### src/rtl/pulse_stretcher_pkg.sv
// Shared types and constants for the pulse stretcher: FSM state encoding,
// hold/gap counter width and the per-state counter reload value.
package pulse_stretcher_pkg;

    localparam int unsigned CNT_W = 8;

    typedef enum logic [1:0] {
        IDLE = 2'd0,
        HOLD = 2'd1,
        GAP  = 2'd2
    } state_e;

    typedef logic [CNT_W-1:0] cnt_t;

    // Counter value loaded on entry to a state; the count runs down to zero,
    // so a state lasting N cycles is loaded with N-1.
    function automatic cnt_t reload_value(
        input state_e      s,
        input int unsigned hold_cycles,
        input int unsigned gap_cycles
    );
        case (s)
            HOLD:    return CNT_W'(hold_cycles - 1);
            GAP:     return CNT_W'(gap_cycles - 1);
            default: return '0;
        endcase
    endfunction

endpackage

### src/rtl/stretch_timer.sv
// Reloadable 8-bit down-counter; tc_c flags the last cycle of the loaded interval.
module stretch_timer
    import pulse_stretcher_pkg::*;
(
    input  logic clk,
    input  logic rst_n,
    input  logic load,
    input  cnt_t load_val,
    output logic tc_c
);

    cnt_t count;

    always_ff @(posedge clk or negedge rst_n) begin
        if (!rst_n) begin
            count <= '0;
        end else if (load) begin
            count <= load_val;
        end else if (count != '0) begin
            count <= count - CNT_W'(1);
        end
    end

    assign tc_c = (count == '0);

endmodule

### src/rtl/pulse_stretcher.sv
// Stretches single-cycle pulses into HOLD_CYCLES-wide levels separated by
// GAP_CYCLES low cycles, queueing pulses that arrive while busy.
// Define PULSE_STRETCHER_RETRIGGER_EN to make pulses during HOLD extend the level.
module pulse_stretcher
    import pulse_stretcher_pkg::*;
#(
    parameter  int unsigned HOLD_CYCLES = 4,
    parameter  int unsigned GAP_CYCLES  = 2,
    parameter  int unsigned QUEUE_DEPTH = 3,
    localparam int unsigned PEND_W      = $clog2(QUEUE_DEPTH + 1)
) (
    input  logic              clk,
    input  logic              rst,
    input  logic              pulse_in,
    output logic              level_out,
    output logic              busy,
    output logic [PEND_W-1:0] pending,
    output logic              overflow
);

`ifdef PULSE_STRETCHER_RETRIGGER_EN
    localparam bit RETRIGGER = 1'b1;
`else
    localparam bit RETRIGGER = 1'b0;
`endif

    state_e            state_q;
    state_e            state_d;
    logic [PEND_W-1:0] pending_d;
    logic              overflow_d;
    logic              queue_req_c;
    logic              retrig_c;
    logic              timer_load_c;
    cnt_t              timer_val_c;
    logic              tc_c;

    stretch_timer u_timer (
        .clk      (clk),
        .rst_n    (rst),
        .load     (timer_load_c),
        .load_val (timer_val_c),
        .tc_c     (tc_c)
    );

    // Next-state, queue bookkeeping and timer control
    always_comb begin
        state_d     = state_q;
        pending_d   = pending;
        overflow_d  = overflow;
        queue_req_c = 1'b0;
        retrig_c    = 1'b0;

        case (state_q)
            IDLE: begin
                if (pulse_in) state_d = HOLD;
            end
            HOLD: begin
                if (RETRIGGER && pulse_in) begin
                    retrig_c = 1'b1;
                end else begin
                    queue_req_c = pulse_in;
                    if (tc_c) state_d = GAP;
                end
            end
            GAP: begin
                if (!tc_c) begin
                    queue_req_c = pulse_in;
                end else if (pending != '0) begin
                    // Dequeue one; a coincident pulse takes the freed slot.
                    state_d   = HOLD;
                    pending_d = pending - PEND_W'(1) + PEND_W'(pulse_in);
                end else if (pulse_in) begin
                    state_d = HOLD;
                end else begin
                    state_d = IDLE;
                end
            end
            default: state_d = IDLE;
        endcase

        if (queue_req_c) begin
            if (pending < PEND_W'(QUEUE_DEPTH)) begin
                pending_d = pending + PEND_W'(1);
            end else begin
                overflow_d = 1'b1;
            end
        end

        timer_load_c = (state_d != state_q) || retrig_c;
        timer_val_c  = reload_value(state_d, HOLD_CYCLES, GAP_CYCLES);
    end

    // State and registered outputs, derived from the next state
    always_ff @(posedge clk or negedge rst) begin
        if (!rst) begin
            state_q   <= IDLE;
            level_out <= 1'b0;
            busy      <= 1'b0;
            pending   <= '0;
            overflow  <= 1'b0;
        end else begin
            state_q   <= state_d;
            level_out <= (state_d == HOLD);
            busy      <= (state_d != IDLE);
            pending   <= pending_d;
            overflow  <= overflow_d;
        end
    end

endmodule

### config.mk
export PLATFORM = sky130hd
export DESIGN_NAME = pulse_stretcher
export DESIGN_NICKNAME = d
export VERILOG_FILES = /design/src/rtl/pulse_stretcher_pkg.sv /design/src/rtl/stretch_timer.sv /design/src/rtl/pulse_stretcher.sv
export SDC_FILE = /design/constraint.sdc
export NUM_CORES = 1
export LEC_CHECK = 0
export ABC_AREA = 1
export CORE_ASPECT_RATIO = 0.7
export CORE_MARGIN = 2
export CORE_UTILIZATION = 30
export DETAILED_ROUTE_END_ITERATION = 7
export GPL_ROUTABILITY_DRIVEN = 1
export PLACE_DENSITY = 0.59
export SYNTH_ARGS = -nofsm -noshare
export SYNTH_HDL_FRONTEND = slang
export SYNTH_SLANG_ARGS = --single-unit
export TNS_END_PERCENT = 1
### constraint.sdc
create_clock -name clk -period 2.25 [get_ports clk]
set_clock_uncertainty 0.2 [all_clocks]
set_input_delay 0.5625 -clock clk [delete_from_list [all_inputs] [get_ports clk]]
set_output_delay 0.5625 -clock clk [all_outputs]
set_load 0.05 [all_outputs]
# Yosys cells after proc, flatten, opt, wreduce, memory -nomap -nowiden
# Index checks and enable logic that the tools add are counted.
# word_totals
register_bits	15
out_inout_bits	5
# classes
add_sub_neg	4
order_cmp	1
n_eq_ne	5
muxes	16
bitwise	1
reduce_logical	7
# ops
op	n
$mux W2	8
$mux W8	2
$logic_not A8 Y1	1
$reduce_bool A8 Y1	1
$sub A8 B1 Y8 const B	1
$pmux W2 S3	1
$reduce_bool A2 Y1	3
$eq A2 B1 Y1 const B	2
$eq A2 B2 Y1 const B	2
$pmux W2 S2	1
$mux W1	3
$add A2 B1 Y2	1
$add A2 B1 Y2 const B	1
$logic_not A2 Y1	1
$lt A2 B2 Y1 const B	1
$ne A2 B2 Y1	1
$pmux W1 S2	1
$reduce_and A2 Y1	1
$sub A2 B1 Y2 const B	1
$not A1 Y1	1

# Logic depth before layout (Yosys ltp)
# depth
ltp_word	7
mapped_depth	13

# By module
# A second synthesis with hierarchy kept.
# hier_totals
cells_unflattened	134
hier_area_um2	1023.5
# modules_own_cells
module	instances	cells_each	area_per_inst_um2
stretch_timer	1	71	513.0
pulse_stretcher	1	63	510.5

# Worst setup path after synthesis
# No wires, ideal clock.
# synth_path
path_kind	flip-flop to flip-flop
startpoint	reg u_timer.count[0]
endpoint	reg u_timer.count[0]
setup_time_ns	0.117
arrival_ns	1.523
required_time_ns	1.933
path_slack_ns	0.410
path_stages_with_launch	11
path_buffers	0
synth_period_minus_slack_ns	1.840
cell_sequence	dfrtp_1 > inv_1 > ha_1 > nand2_2 > nor2_4 > nand2_2 > a21oi_2 > nand2_2 > ha_1 > nand2_2 > nand2_1
# synth_via
elab_chain_cells	6
elab_cells_between_ends	13
cone_classes	add/sub: 1; eq/ne: 3; mux: 6; reduce/logical: 3
# synth_rtl
element	line_no	text
from (decl)	stretch_timer.sv:12	cnt_t count;
from (signal assigned)	stretch_timer.sv:18	count <= load_val;
from (signal assigned)	stretch_timer.sv:20	count <= count - CNT_W'(1);
$logic_not A8 Y1	stretch_timer.sv:24	assign tc_c = (count == '0);
$mux W2, on equally long branches	pulse_stretcher.sv:66, pulse_stretcher.sv:62	
$pmux W2 S3	pulse_stretcher.sv:53	case (state_q)
$eq A2 B2 Y1 / $eq A2 B1 Y1 (equally long branches)	pulse_stretcher_pkg.sv:22	case (s)
$pmux W2 S2	pulse_stretcher_pkg.sv:22	
$mux W8	stretch_timer.sv:17	end else if (load) begin
# Several ways; a longest one is shown, not always the timed one. The select of a mux whose other input is x is not followed.
# A chain may end at the register's enable or synchronous reset.

# Worst setup path after layout
# layout_path
startpoint	reg state_q[1]
endpoint	reg u_timer.count[0]
# layout_via
elab_chain_cells	5
elab_cells_between_ends	13
cone_classes	eq/ne: 5; mux: 6; reduce/logical: 2
# layout_rtl
element	line_no	text
from (decl)	pulse_stretcher.sv:27	state_e state_q;
from (signal assigned)	pulse_stretcher.sv:102	state_q <= state_d;
$eq A2 B2 Y1, or another cell as far along	pulse_stretcher.sv:53	
$pmux W2 S3	pulse_stretcher.sv:53	
$eq A2 B2 Y1 / $eq A2 B1 Y1 (equally long branches)	pulse_stretcher_pkg.sv:22	
$pmux W2 S2	pulse_stretcher_pkg.sv:22	
$mux W8	stretch_timer.sv:17	
# Several ways; a longest one is shown, not always the timed one.

==> flow_metrics.env <==
export IMPL_outcome="finished, final reports clean"
export IMPL_grtUsageMet1_pct=15.53
export IMPL_dpl_cell_count=155
export IMPL_grt_busiest_layer="met1"
export IMPL_vias_per_cell=4.365
export IMPL_synth_area_leader_cell="dfrtp_1"
export IMPL_antenna_found_initial=0
export IMPL_timing_rr_start="state_q[1]$_DFF_PN0_"
export IMPL_grt_overflow=0
export IMPL_drv_cap=0
export IMPL_final_cells=159
export IMPL_fmax_ghz=0.5002
export IMPL_hold_ws_ns=0.2815
export IMPL_die_w_microns=71.87
export IMPL_place_congestion=0.7914
export IMPL_finalHoldViolations=0
export IMPL_met2_usage_pct=13.27
export IMPL_grt_max_degree=16
export IMPL_synth_seq_cells=15
export IMPL_worst_path_max_fanout=4
export IMPL_reg2regPathDepth=10
export IMPL_drtPass1Iterations=4
export IMPL_vias=694
export IMPL_hold_path_class="reg -> reg"
export IMPL_portBuffers=7
export IMPL_cts_made_buffers=3
export IMPL_cts_root_buffer="clkbuf_8"
export IMPL_end_kind="flip-flop"
export IMPL_reg2reg_slack_ns=0.25
export IMPL_final_cell_area_sq_um=1125
export IMPL_cts_tree="done"
export IMPL_routedWlPerCell_microns=10.12
export IMPL_multi_input_area_sq_um=531.8
export IMPL_clk_path_buf_depth=2
export IMPL_clk_pin_slew_ns=0.06
export IMPL_drc=0
export IMPL_gr_usage_met3_pct=4.651
export IMPL_cp_arrival_ns=1.93
export IMPL_syn_inst=109
export IMPL_fin_crit_ns=1.999
export IMPL_seq_area_frac_synth_pct=38.81
export IMPL_grt_pass1_wl_mm=2.987
export IMPL_regArea_sq_um=375.4
export IMPL_fillers=329
export IMPL_initial_core_util_pct=31.14
export IMPL_nNetsFinal=133
export IMPL_cts_hold_fix_buffers=0
export IMPL_cts_max_level=1
export IMPL_max_slew_margin_pct=83.53
export IMPL_crit_end="u_timer.count[0]$_DFFE_PN0P_"
export IMPL_ys_top_cells_by_area="dfrtp_1 (39%), ha_1 (10%), nand2_2 (6.5%)"
export IMPL_antenna_cells=0
export IMPL_cts_resized=0
export IMPL_dieHeight_microns=51.51
export IMPL_syn_nets=120
export IMPL_dieArea_sq_um=3701
export IMPL_syn_avg_cell_area_sq_um=8.873
export IMPL_syn_area_sq_um=967.2
export IMPL_synth_top_area_share_pct=38.81
export IMPL_cts_setup_buffers=0
export IMPL_fin_crit_sh_pct=88.86
export IMPL_ys_warn_count=0
export IMPL_drive_gt1_share_pct=28.10
export IMPL_syn2layout_area_growth_pct=16.30
export IMPL_grt_pass1_vias=684
export IMPL_cts_sinks=15
export IMPL_final_cell_mix="inv_1 (15), dfrtp_1 (15), nand2_2 (10), nand2_1 (10)"
export IMPL_core_area_sq_um=3105
export IMPL_crit_start="state_q[1]$_DFF_PN0_"
export IMPL_criticalPathCategory="reg -> reg"
export IMPL_place_area_sq_um=1080
export IMPL_drv_slew=0
export IMPL_fin_tns_setup_ns=0
export IMPL_drt_iter0_drc=61
export IMPL_row_count=17
export IMPL_required_ns=2.19
export IMPL_grt_total_usage_pct=10.81
export IMPL_yosysUniqueCellTypes=24
export IMPL_clock_latency_ns=0.24
export IMPL_io_pin_count=8
export IMPL_tightest_slew_ns=0.2471
export IMPL_grt_setup_unrepaired="no"
export IMPL_ant_nets=0
export IMPL_setup_viol=0
export IMPL_drt_total_wl_mm=1.609
export IMPL_critPathLaunchType="flip-flop"
export IMPL_place_hpwl_mm=1.283
export IMPL_rr_endpoint="u_timer.count[0]$_DFFE_PN0P_"
[synthesized netlist by cell type, drive strengths merged]
cell and number:
nand2 22, o21bai 1, inv 16, nor3 2, nand3 10, nand4 1
ha 8, nand3b 1, dfrtp 15, o21ai 6, xnor2 3, xor2 5
a21oi 3, o22ai 1, nor2 15
[critical path, cell delays in order (launching register included)]
cell and delay, ns:
dfrtp_1 0.41, inv_1 0.17, ha_1 0.22, inv_1 0.09
a21oi_1 0.15, o21ai_1 0.09, nand3_2 0.09, nand2_2 0.07
ha_1 0.30, nand2_2 0.07, nand2_1 0.04
[kinds of logic (layout without fill, tap and decap cells)]
| group | count (synthesis) | in the layout | synth area share (%) |
|---|---|---|---|
| AOI/OAI and AO/OA | 11 | 11 | 6.469 |
| xor gates and xnor gates | 8 | 8 | 7.245 |
| adders and majority gates | 8 | 8 | 10.35 |
| buffers and inverters | 16 | 28 | 6.209 |
| DFF | 15 | 15 | 38.81 |
| and+or+nand+nor | 51 | 51 | 30.92 |
[worst min-delay path by stage]
stage / cells after the start / to / from / slack [ns]
finish: 1 / overflow$_DFFE_PN0P_ / overflow$_DFFE_PN0P_ / 0.28
global route: 1 / overflow$_DFFE_PN0P_ / overflow$_DFFE_PN0P_ / 0.30
CTS: 1 / overflow$_DFFE_PN0P_ / overflow$_DFFE_PN0P_ / 0.29
detailed placement: 1 / overflow$_DFFE_PN0P_ / overflow$_DFFE_PN0P_ / 0.27
global placement: 1 / overflow$_DFFE_PN0P_ / overflow$_DFFE_PN0P_ / 0.27
floorplan: 0 / asynchronous set/reset pin / rst / 0.07
[routing by layer]
layer / up-vias / part of all wire (%)
met1: 312 / 55
met4: 0 / 2.1
met5: - / 0
li1: 367 / -
met3: 4 / 5.0
met2: 11 / 38
[sequential cells by signal, summed over array words and instances (netlist names), named ones only]
register,count
pending,1
level_out,1
u_timer.count,8
state_q,2
busy,1
overflow,1
[layout make-up]
class	count	share of cell area [%]
Inverter	16	5.339
Sequential cell	15	33.37
Multi-Input combinational cell	78	47.27
Timing Repair Buffer	8	5.784
Clock buffer	4	4.004
Tap cell	38	4.227
[stage by stage]
step	worst slack (ns)	utilization, %
6_report	0.2507	36.22
3_3_place_gp	0.08327	34.77
2_1_floorplan	0.4102	-
5_1_grt	0.1281	36.22
3_5_place_dp	0.03019	34.77
4_1_cts	0.2353	36.22
Power is left out: the tool's default activity adds up to more than one toggle a clock period on the data nets, which glitch-free logic cannot reach.
